--- config.mk ---
export PLATFORM = sky130hd
export DESIGN_NAME = shadow_ray_gen_multi
export DESIGN_NICKNAME = d
export VERILOG_FILES = /design/src/rtl/shadow_ray_gen_multi.sv
export SDC_FILE = /design/constraint.sdc
export NUM_CORES = 2
export LEC_CHECK = 0
export ABC_AREA = 1
export CAP_MARGIN = 20
export CORE_MARGIN = 1.5
export CORE_UTILIZATION = 25
export CTS_CLUSTER_DIAMETER = 200
export CTS_CLUSTER_SIZE = 14
export DETAILED_ROUTE_END_ITERATION = 10
export GPL_ROUTABILITY_DRIVEN = 0
export REMOVE_ABC_BUFFERS = 1
export SLEW_MARGIN = 20
export SYNTH_ARGS = -nofsm -noshare
export SYNTH_HDL_FRONTEND = slang
export SYNTH_SLANG_ARGS = --single-unit
--- constraint.sdc ---
create_clock -name clk -period 21 [get_ports clk]
set_input_delay 4.2 -clock clk [delete_from_list [all_inputs] [get_ports clk]]
set_output_delay 4.2 -clock clk [all_outputs]
set_load 0.03 [all_outputs]
--- src/rtl/shadow_ray_gen_multi.sv ---
// Shadow ray generator for directional lights.
// Buffers raster records in a small FIFO and, for every hit record, emits one
// shadow-ray record per light carrying the light direction and its
// component-wise fixed-point reciprocal. A miss record emits one zeroed record.
// Ports:
//   clk, reset                      - clock, synchronous active-high reset
//   in_valid/in_ready               - input handshake (in_ready = FIFO not full)
//   in_hit, in_payload              - raster record stored in the FIFO
//   light_dir                       - NUM_LIGHTS x {z,y,x} directions, light 0 in LSBs
//   out_valid/out_ready             - output handshake
//   out_hit, out_payload            - copy of the record being expanded
//   out_light_idx, out_dir          - light index and direction of this shadow ray
//   out_inv_dir                     - reciprocal of out_dir, FRAC_W fractional bits
//   out_last                        - final output record of the input record
module shadow_ray_gen_multi #(
    parameter int unsigned PAYLOAD_W  = 256,
    parameter int unsigned COMP_W     = 16,
    parameter int unsigned FRAC_W     = 8,
    parameter int unsigned NUM_LIGHTS = 2,
    parameter int unsigned FIFO_DEPTH = 4
) (
    input  logic                                                clk,
    input  logic                                                reset,
    input  logic                                                in_valid,
    output logic                                                in_ready,
    input  logic                                                in_hit,
    input  logic [PAYLOAD_W-1:0]                                in_payload,
    input  logic [NUM_LIGHTS*3*COMP_W-1:0]                      light_dir,
    output logic                                                out_valid,
    input  logic                                                out_ready,
    output logic                                                out_hit,
    output logic [PAYLOAD_W-1:0]                                out_payload,
    output logic [((NUM_LIGHTS > 1) ? $clog2(NUM_LIGHTS) : 1)-1:0] out_light_idx,
    output logic [3*COMP_W-1:0]                                 out_dir,
    output logic [3*COMP_W-1:0]                                 out_inv_dir,
    output logic                                                out_last
);

    localparam int unsigned Q_W    = 2 * FRAC_W + 1;
    localparam int unsigned DIR_W  = 3 * COMP_W;
    localparam int unsigned IDX_W  = (NUM_LIGHTS > 1) ? $clog2(NUM_LIGHTS) : 1;
    localparam int unsigned PTR_W  = (FIFO_DEPTH > 1) ? $clog2(FIFO_DEPTH) : 1;
    localparam int unsigned CNT_W  = PTR_W + 1;
    localparam int unsigned ENT_W  = PAYLOAD_W + 1;
    localparam int unsigned QX_W   = (Q_W > COMP_W) ? Q_W : COMP_W;
    localparam int unsigned DCNT_W = $clog2(Q_W);

    localparam logic [COMP_W-1:0] SAT_MAG  = {1'b0, {(COMP_W-1){1'b1}}};
    localparam logic [QX_W-1:0]   SAT_MAX  = QX_W'(SAT_MAG);
    localparam logic [IDX_W-1:0]  LAST_IDX = IDX_W'(NUM_LIGHTS - 1);
    localparam logic [DCNT_W-1:0] DIV_LAST = DCNT_W'(Q_W - 1);

    typedef enum logic [1:0] {S_IDLE, S_DIV, S_EMIT} state_t;

    state_t state_q, state_nxt;

    // ---------------------------------------------------------------- FIFO
    logic [ENT_W-1:0] mem [FIFO_DEPTH];
    logic [PTR_W-1:0] wr_ptr_q, rd_ptr_q;
    logic [CNT_W-1:0] count_q, count_nxt;
    logic             push_c, pop_c;
    logic             head_hit;
    logic [PAYLOAD_W-1:0] head_payload;

    assign push_c       = in_valid && in_ready;
    assign head_hit     = mem[rd_ptr_q][PAYLOAD_W];
    assign head_payload = mem[rd_ptr_q][PAYLOAD_W-1:0];

    // Occupancy after this cycle's push/pop.
    always_comb begin
        count_nxt = count_q;
        if (push_c && !pop_c) begin
            count_nxt = count_q + CNT_W'(1);
        end else if (!push_c && pop_c) begin
            count_nxt = count_q - CNT_W'(1);
        end
    end

    // Pointers, occupancy and registered ready (a pop while full frees a slot next cycle).
    always_ff @(posedge clk) begin
        if (reset) begin
            wr_ptr_q <= '0;
            rd_ptr_q <= '0;
            count_q  <= '0;
            in_ready <= 1'b0;
        end else begin
            if (push_c) wr_ptr_q <= wr_ptr_q + PTR_W'(1);
            if (pop_c)  rd_ptr_q <= rd_ptr_q + PTR_W'(1);
            count_q  <= count_nxt;
            in_ready <= (count_nxt != CNT_W'(FIFO_DEPTH));
        end
    end

    // Storage array, no reset needed: occupancy tracking guards reads.
    always_ff @(posedge clk) begin
        if (push_c) mem[wr_ptr_q] <= {in_hit, in_payload};
    end

    // ------------------------------------------------------------ FSM / ctrl
    logic [IDX_W-1:0]  light_idx_q, start_idx;
    logic [DCNT_W-1:0] div_cnt_q;
    logic              div_start_c, div_last_c, emit_fire_c, advance_c;

    // State register.
    always_ff @(posedge clk) begin
        if (reset) state_q <= S_IDLE;
        else       state_q <= state_nxt;
    end

    // Next-state logic.
    always_comb begin
        state_nxt = state_q;
        case (state_q)
            S_IDLE: if (count_q != '0) state_nxt = head_hit ? S_DIV : S_EMIT;
            S_DIV:  if (div_cnt_q == DIV_LAST) state_nxt = S_EMIT;
            S_EMIT: if (out_ready) begin
                        state_nxt = (out_hit && (light_idx_q != LAST_IDX)) ? S_DIV : S_IDLE;
                    end
            default: state_nxt = S_IDLE;
        endcase
    end

    // Control strobes decoded from the current state.
    always_comb begin
        pop_c       = 1'b0;
        div_start_c = 1'b0;
        div_last_c  = 1'b0;
        emit_fire_c = 1'b0;
        advance_c   = 1'b0;
        case (state_q)
            S_IDLE: begin
                pop_c       = (count_q != '0);
                div_start_c = (count_q != '0) && head_hit;
            end
            S_DIV: div_last_c = (div_cnt_q == DIV_LAST);
            S_EMIT: begin
                emit_fire_c = out_ready;
                advance_c   = out_ready && out_hit && (light_idx_q != LAST_IDX);
                div_start_c = advance_c;
            end
            default: ;
        endcase
    end

    // --------------------------------------------------------------- divider
    logic [DIR_W-1:0]  sel_dir, cur_dir_q, inv_c;
    logic [COMP_W-1:0] div_d_q   [3];
    logic [COMP_W-1:0] rem_q     [3];
    logic [Q_W-2:0]    quo_q     [3];
    logic [2:0]        div_neg_q;
    logic [COMP_W:0]   rem_sh    [3];
    logic [COMP_W-1:0] rem_nxt   [3];
    logic [Q_W-1:0]    quo_nxt   [3];
    logic [COMP_W-1:0] start_mag [3];
    logic [2:0]        start_neg, quo_bit;
    logic [COMP_W-1:0] comp, mag;
    logic [QX_W-1:0]   quo_ext;

    // Direction of the light about to be divided (first light on pop, next on advance).
    always_comb begin
        start_idx = (state_q == S_IDLE) ? '0 : light_idx_q + IDX_W'(1);
        sel_dir   = light_dir[int'(start_idx) * DIR_W +: DIR_W];
        comp      = '0;
        for (int k = 0; k < 3; k++) begin
            comp         = sel_dir[k*COMP_W +: COMP_W];
            start_neg[k] = comp[COMP_W-1];
            // Two's-complement negate; the most negative value maps to 2^(COMP_W-1).
            start_mag[k] = comp[COMP_W-1] ? (COMP_W'(0) - comp) : comp;
        end
    end

    // One restoring step per cycle on 2^(2*FRAC_W); the dividend's only set bit enters first.
    always_comb begin
        inv_c   = '0;
        quo_ext = '0;
        mag     = '0;
        for (int k = 0; k < 3; k++) begin
            rem_sh[k]  = {rem_q[k], (div_cnt_q == '0)};
            quo_bit[k] = (rem_sh[k] >= {1'b0, div_d_q[k]});
            rem_nxt[k] = quo_bit[k] ? COMP_W'(rem_sh[k] - {1'b0, div_d_q[k]})
                                    : rem_sh[k][COMP_W-1:0];
            quo_nxt[k] = {quo_q[k], quo_bit[k]};
            // Zero divisor yields all ones, which saturates to the positive maximum.
            quo_ext    = QX_W'(quo_nxt[k]);
            mag        = (quo_ext > SAT_MAX) ? SAT_MAG : quo_ext[COMP_W-1:0];
            inv_c[k*COMP_W +: COMP_W] = div_neg_q[k] ? (COMP_W'(0) - mag) : mag;
        end
    end

    // Datapath and registered outputs.
    always_ff @(posedge clk) begin
        if (reset) begin
            out_valid     <= 1'b0;
            out_hit       <= 1'b0;
            out_payload   <= '0;
            out_light_idx <= '0;
            out_dir       <= '0;
            out_inv_dir   <= '0;
            out_last      <= 1'b0;
            light_idx_q   <= '0;
            div_cnt_q     <= '0;
            cur_dir_q     <= '0;
            div_neg_q     <= '0;
            for (int k = 0; k < 3; k++) begin
                div_d_q[k] <= '0;
                rem_q[k]   <= '0;
                quo_q[k]   <= '0;
            end
        end else begin
            if (pop_c) begin
                out_hit     <= head_hit;
                out_payload <= head_payload;
                light_idx_q <= '0;
                if (!head_hit) begin
                    out_valid     <= 1'b1;
                    out_last      <= 1'b1;
                    out_light_idx <= '0;
                    out_dir       <= '0;
                    out_inv_dir   <= '0;
                end
            end
            if (div_start_c) begin
                div_cnt_q <= '0;
                cur_dir_q <= sel_dir;
                div_neg_q <= start_neg;
                for (int k = 0; k < 3; k++) begin
                    div_d_q[k] <= start_mag[k];
                    rem_q[k]   <= '0;
                    quo_q[k]   <= '0;
                end
            end else if (state_q == S_DIV) begin
                div_cnt_q <= div_cnt_q + DCNT_W'(1);
                for (int k = 0; k < 3; k++) begin
                    rem_q[k] <= rem_nxt[k];
                    quo_q[k] <= quo_nxt[k][Q_W-2:0];
                end
            end
            if (div_last_c) begin
                out_valid     <= 1'b1;
                out_dir       <= cur_dir_q;
                out_inv_dir   <= inv_c;
                out_light_idx <= light_idx_q;
                out_last      <= (light_idx_q == LAST_IDX);
            end
            if (emit_fire_c) out_valid <= 1'b0;
            if (advance_c)   light_idx_q <= light_idx_q + IDX_W'(1);
        end
    end

endmodule

After elaboration in Yosys (flattened, before gate mapping)
Memory sizes are Yosys's and may differ from the RTL's. A register that Yosys moved wholly into a read port is not among the register bits.
Index checks and enable logic that the tools add are counted.
- add/subtract/negate cells: 15
- $mul: 1
- $lt $le $gt $ge: 6
- equal/unequal tests: 8
- shift-type cells: 1
- multiplexer cells: 67
- bitwise operators: 16
- reductions and logical operators: 18
- operators with widths (cell ; count):
    16-bit two-way mux ; 27
    48-bit two-way mux ; 4
    96-bit by 8-bit variable part select with 48-bit output ; 1
    1-bit by 16-bit subtractor with 16-bit output (first input constant) ; 6
    17-bit by 16-bit greater-or-equal comparator with 1-bit output ; 3
    17-bit by 15-bit > comparator with 1-bit output (second input constant) ; 3
    16-bit subtractor ; 3
    1-bit two-way mux ; 26
    1-bit OR ; 15
    2-bit two-way mux ; 6
    1-bit logical AND ; 7
    3-bit two-way mux ; 2
    2-bit != test (second input constant) ; 3
    2-bit one-hot mux with 3 select lines ; 1
    5-bit by 1-bit adder with 5-bit output (second input constant) ; 1
    5-bit == test (second input constant) ; 1
    5-bit logical NOT ; 1
    2-bit by 1-bit adder with 2-bit output (second input constant) ; 2
    2-bit nonzero test ; 2
    2-bit OR reduction ; 2
    3-bit by 1-bit adder with 3-bit output (second input constant) ; 1
    1-bit by 2-bit multiplier with 3-bit output (second input constant) ; 1
    3-bit != test (second input constant) ; 1
    3-bit AND reduction ; 1
    11 further kinds ; 12
- register bits: 423
- bits in writable memories: 1172
- logic and storage cells: 152
- memories kept: 4
- memory list (name ; depth ; width ; read ports ; clocked after Yosys merged registers in ; write ports ; RTL line ; text):
    mem ; 4 ; 257 ; 1 ; 1 ; 1 ; 58 ; logic [ENT_W-1:0] mem [FIFO_DEPTH];
    div_d_q ; 3 ; 16 ; 3 ; 0 ; 3 ; 147 ; logic [COMP_W-1:0] div_d_q [3];
    quo_q ; 3 ; 16 ; 3 ; 0 ; 3 ; 149 ; logic [Q_W-2:0] quo_q [3];
    rem_q ; 3 ; 16 ; 3 ; 0 ; 3 ; 148 ; logic [COMP_W-1:0] rem_q [3];

Longest topological paths before layout
- depth after elaboration: 8
- gate-level depth with buffers: 25

Worst setup path before layout
Ideal clock, no wire load.
- kind: input -> register
- start point: in in_valid
- end point: mem mem[0][0] (netlist bit), enable pin
- library setup time: 0.881 ns
- arrival: 15.034 ns
- data required time: 20.119 ns
- slack: 5.085 ns
- stages: 2
- cell sequence: nand2_1 -> nor2_1
- word-level cells in the longest chain between the ends: 3
- ends and longest elaborated chain (what ; RTL line ; text):
    from (decl) ; 24 ; input logic in_valid,
    1-bit logical AND ; 65 ; assign push_c = in_valid && in_ready;
    1-bit two-way mux ; 96 ; if (push_c) mem[wr_ptr_q] <= {in_hit, in_payload};
    1-bit two-way mux (not written as such) ; 96 ;
    to (decl) ; 58 ;
Every way passes these cells.

Worst setup path after layout
- start point: in in_valid
- end point: mem mem[3][18] (netlist bit), enable pin
The elaborated chain is that of the path after synthesis.

==> run_results.csv <==
group,metric,value,unit
outcome,outcome,"completed",
drt,routedWlPerCell,18.77,um
clocking,cts-root-buf,"clkbuf_16",
sta,min_period_over_period,0.3648,
die,io_pins,714,
pwr,p_int,0.006540,W
pwr,switching_share,0.3974,
drt,drcViolationCount,0,
critical_path,crit_family,"buffers and inverters",
clocking,insertion_delay,0.81,ns
sta,worst_pin_slew,1.146,ns
clocking,htree_levels,4,
critical_path,start_kind,"input port",
global_routing,gr-total-overflow,0,
die,core,0.2544,sq mm
global_routing,grt_max_degree,217,
job,max-cap-violations,0,
synthesis,synth-main-ff-cell,"edfxtp_1",
drt,drt_iter0_drc,3064,
pwr,pwr_density_cell,137.9,mW/mm^2
synthesis,ys_top_cells_by_count,"edfxtp_1, nor2_1, o21ai_0",
synthesis,ys_seq_area_frac,0.6819,
drt,ant_nets,0,
synthesis,synth_top_cell_by_area,"edfxtp_1",
pwr,seq_power_share,0.393,
clocking,clock-sinks,1594,
critical_path,crit_chain,"clkdlybuf4s50_1 > nand2_1 > nor2_4 > buf_4 > buf_12",
die,die_h,509.0,um
sta,fin_skew,0.04933,ns
die,die_x,509.0,um
sta,hold_viol,0,
die,initial_core_util,0.2516,
placed_design,numPortBuffers,713,
pwr,switchingPower,0.004312,W
pwr,vdd_drop_max,0.1215,mV
finish,n_fill_cell,25370,
synthesis,netlist_area,0.06400,sq mm
synthesis,synth_seq_cells,1594,
clocking,cts.repair.resized,0,
global_routing,grtUsageTotal,0.1329,
clocking,cts.path.max_buffers,3,
sta,max_freq,130.6,MHz
global_routing,grt_pass1_wl,262600,um
synthesis,post-synth-top-count-cell,"edfxtp_1",
synthesis,synthArstFlopShare,0,
drt,via_count,43110,
synthesis,syn_area_per_cell,11.71,sq um
global_routing,grt_antenna_before_repair,62,
critical_path,reg2reg_slack,15.61,ns
finish,syn_to_final_growth,22.98,%
placed_design,dp_hpwl,112200,um
sta,grt_setup_unrepaired,"no",
die,die_area,0.2591,sq mm
synthesis,synth_edf_count,1172,
critical_path,slowest_stage,"nor2_4",
sta,setup_viol,0,
critical_path,arrival,8.06,ns
critical_path,cp-end-kind,"flip-flop",
clocking,cts_tree,"done",
critical_path,path_buf_inv,3,
finish,drive_gt1_frac,0.04923,
drt,wirelength,179000,um
pwr,p_leak,28.12,nW
clocking,clkTransAtPathRegs,0.07,ns
sta,min_period,7.660,ns
finish,nets,6472,
placed_design,placedCellCount,9279,
synthesis,ys_types,56,
synthesis,synthTopCellsByArea,"edfxtp_1, dfxtp_1, o21ai_0, nor2_1, mux2i_1",
clocking,cts_setup_buffers,0,
sta,maxSlewHeadroom,0.2359,
synthesis,synth.top_cell.area_share,0.5499,
clocking,cts_made_buffers,133,
sta,finalSetupTns,0,ns
critical_path,worstPathRequired,21.40,ns
critical_path,path_max_fanout,116,
pwr,power.share.clock,0.223,
synthesis,syn_inst,5466,
drt,firstDrtPassIters,5,
drt,via_per_inst,4.520,
global_routing,first_global_vias,41260,
sta,timing_max_transition_violations_final,0,
finish,finalNonFillerCells,9536,
critical_path,crit_path_max_incr_delay,1.04,ns
hold_path,hold_class,"reg2reg",
pwr,comb_power_share,0.384,
clocking,hold_buffers,0,
synthesis,yosys_warnings,0,
die,core.rowCount,185,
critical_path,crit_type,"in2reg",
-- cells in the final DEF (no fill, tap or decap), drive strengths merged --
master,Yosys,layout
a21o,6,6
mux2i,262,262
clkinvlp,0,1
nand3b,3,3
inv,544,547
a32o,1,1
nor4,2,2
a21oi,237,237
fa,3,3
o21ai,723,723
a31oi,14,14
xor2,24,24
a211oi,1,1
or2,9,9
a21boi,1,1
diode,0,15
o31ai,1,1
o21bai,7,7
and3,1,1
edfxtp,1172,1172
and2,2,2
o221ai,257,257
nor3b,1,1
nand2,515,515
o21a,6,6
clkdlybuf4s50,0,712
xnor2,23,23
dfxtp,422,422
nand4,15,15
ha,63,63
clkinv,1,13
nor3,20,20
o211ai,7,7
nand3,100,100
buf,86,46
clkbuf,224,225
nor2,713,713
-- kinds of logic after synthesis --
group / after synthesis / synth area share
flops: 1594 / 0.6819
fa+ha+maj: 66 / 0.01325
buf+inv: 855 / 0.05245
simple gates: 1381 / 0.08719
compound gates: 1261 / 0.1174
mux: 262 / 0.04142
xor+xnor: 47 / 0.006431
-- power groups by stage --
stage | Combinational, W | Clock, W | Sequential, W
6_report | 0.00417 | 0.00242 | 0.00426
5_1_grt | 0.00462 | 0.00260 | 0.00431
4_1_cts | 0.00420 | 0.00250 | 0.00427
3_5_place_dp | 0.00418 | 0 | 0.00433
3_3_place_gp | 0.00411 | 0 | 0.00432
2_1_floorplan | 0.00269 | 0 | 0.00473
-- through the flow --
step | utilization | total power, W | hold WS, ns | worst slack (ns) | cell area (sq um)
floorplan | - | 0.007420 | 0.4264 | -5.448 | 62700
global placement | 0.2930 | 0.008428 | 0.4395 | 12.36 | 74530
detailed placement | 0.2931 | 0.008508 | 0.4435 | 12.35 | 74560
CTS | 0.3092 | 0.01097 | 0.4459 | 13.24 | 78650
global route | 0.3093 | 0.01154 | 0.4735 | 13.09 | 78680
finish | 0.3094 | 0.01085 | 0.4549 | 13.34 | 78710
-- state kept, by name, indices dropped and copies added, names as in the netlist, 5 cells and up, named ones only --
register / flops
mem: 1028
out_payload: 256
cur_dir_q: 48
div_d_q: 48
out_dir: 48
out_inv_dir: 48
quo_q: 48
rem_q: 48
div_cnt_q: 5
-- worst paths after layout --
check               startpoint               to  depth (start not counted)
hold / removal    cur_dir_q[1]     cur_dir_q[1]                          2
setup reg to reg  div_cnt_q[0]  out_inv_dir[14]                         22
hold reg to reg   cur_dir_q[1]     cur_dir_q[1]                          2
setup / recovery      in_valid       mem[3][18]                          5
-- layer usage --
layer / part of all wire / global-route usage / vias to the layer above
met4: 0.021 / 0.03280 / 84
met1: 0.43 / 0.1708 / 21030
met3: 0.094 / 0.05010 / 293
li1: - / - / 20450
met2: 0.45 / 0.2096 / 1245
met5: 0.0030 / 0 / -
-- tightest hold or removal path, stage by stage (launching register included) --
cell and delay [ns]:
dfxtp_1 0.31, nand2_1 0.06, nand2_1 0.05
-- final cells by class --
type	count	area [sq um]	area share
Sequential cell	1594	43650	0.5546
Multi-Input combinational cell	3017	17070	0.2168
Timing Repair Buffer	758	7580	0.09630
Tap cell	3366	4212	0.05351
Clock buffer	225	3737	0.04748
Inverter	545	2071	0.02631
Clock inverter	16	355.3	0.004515
Antenna cell	15	37.54	0.0004769
Note: power is estimated with default switching activity, not from simulation.
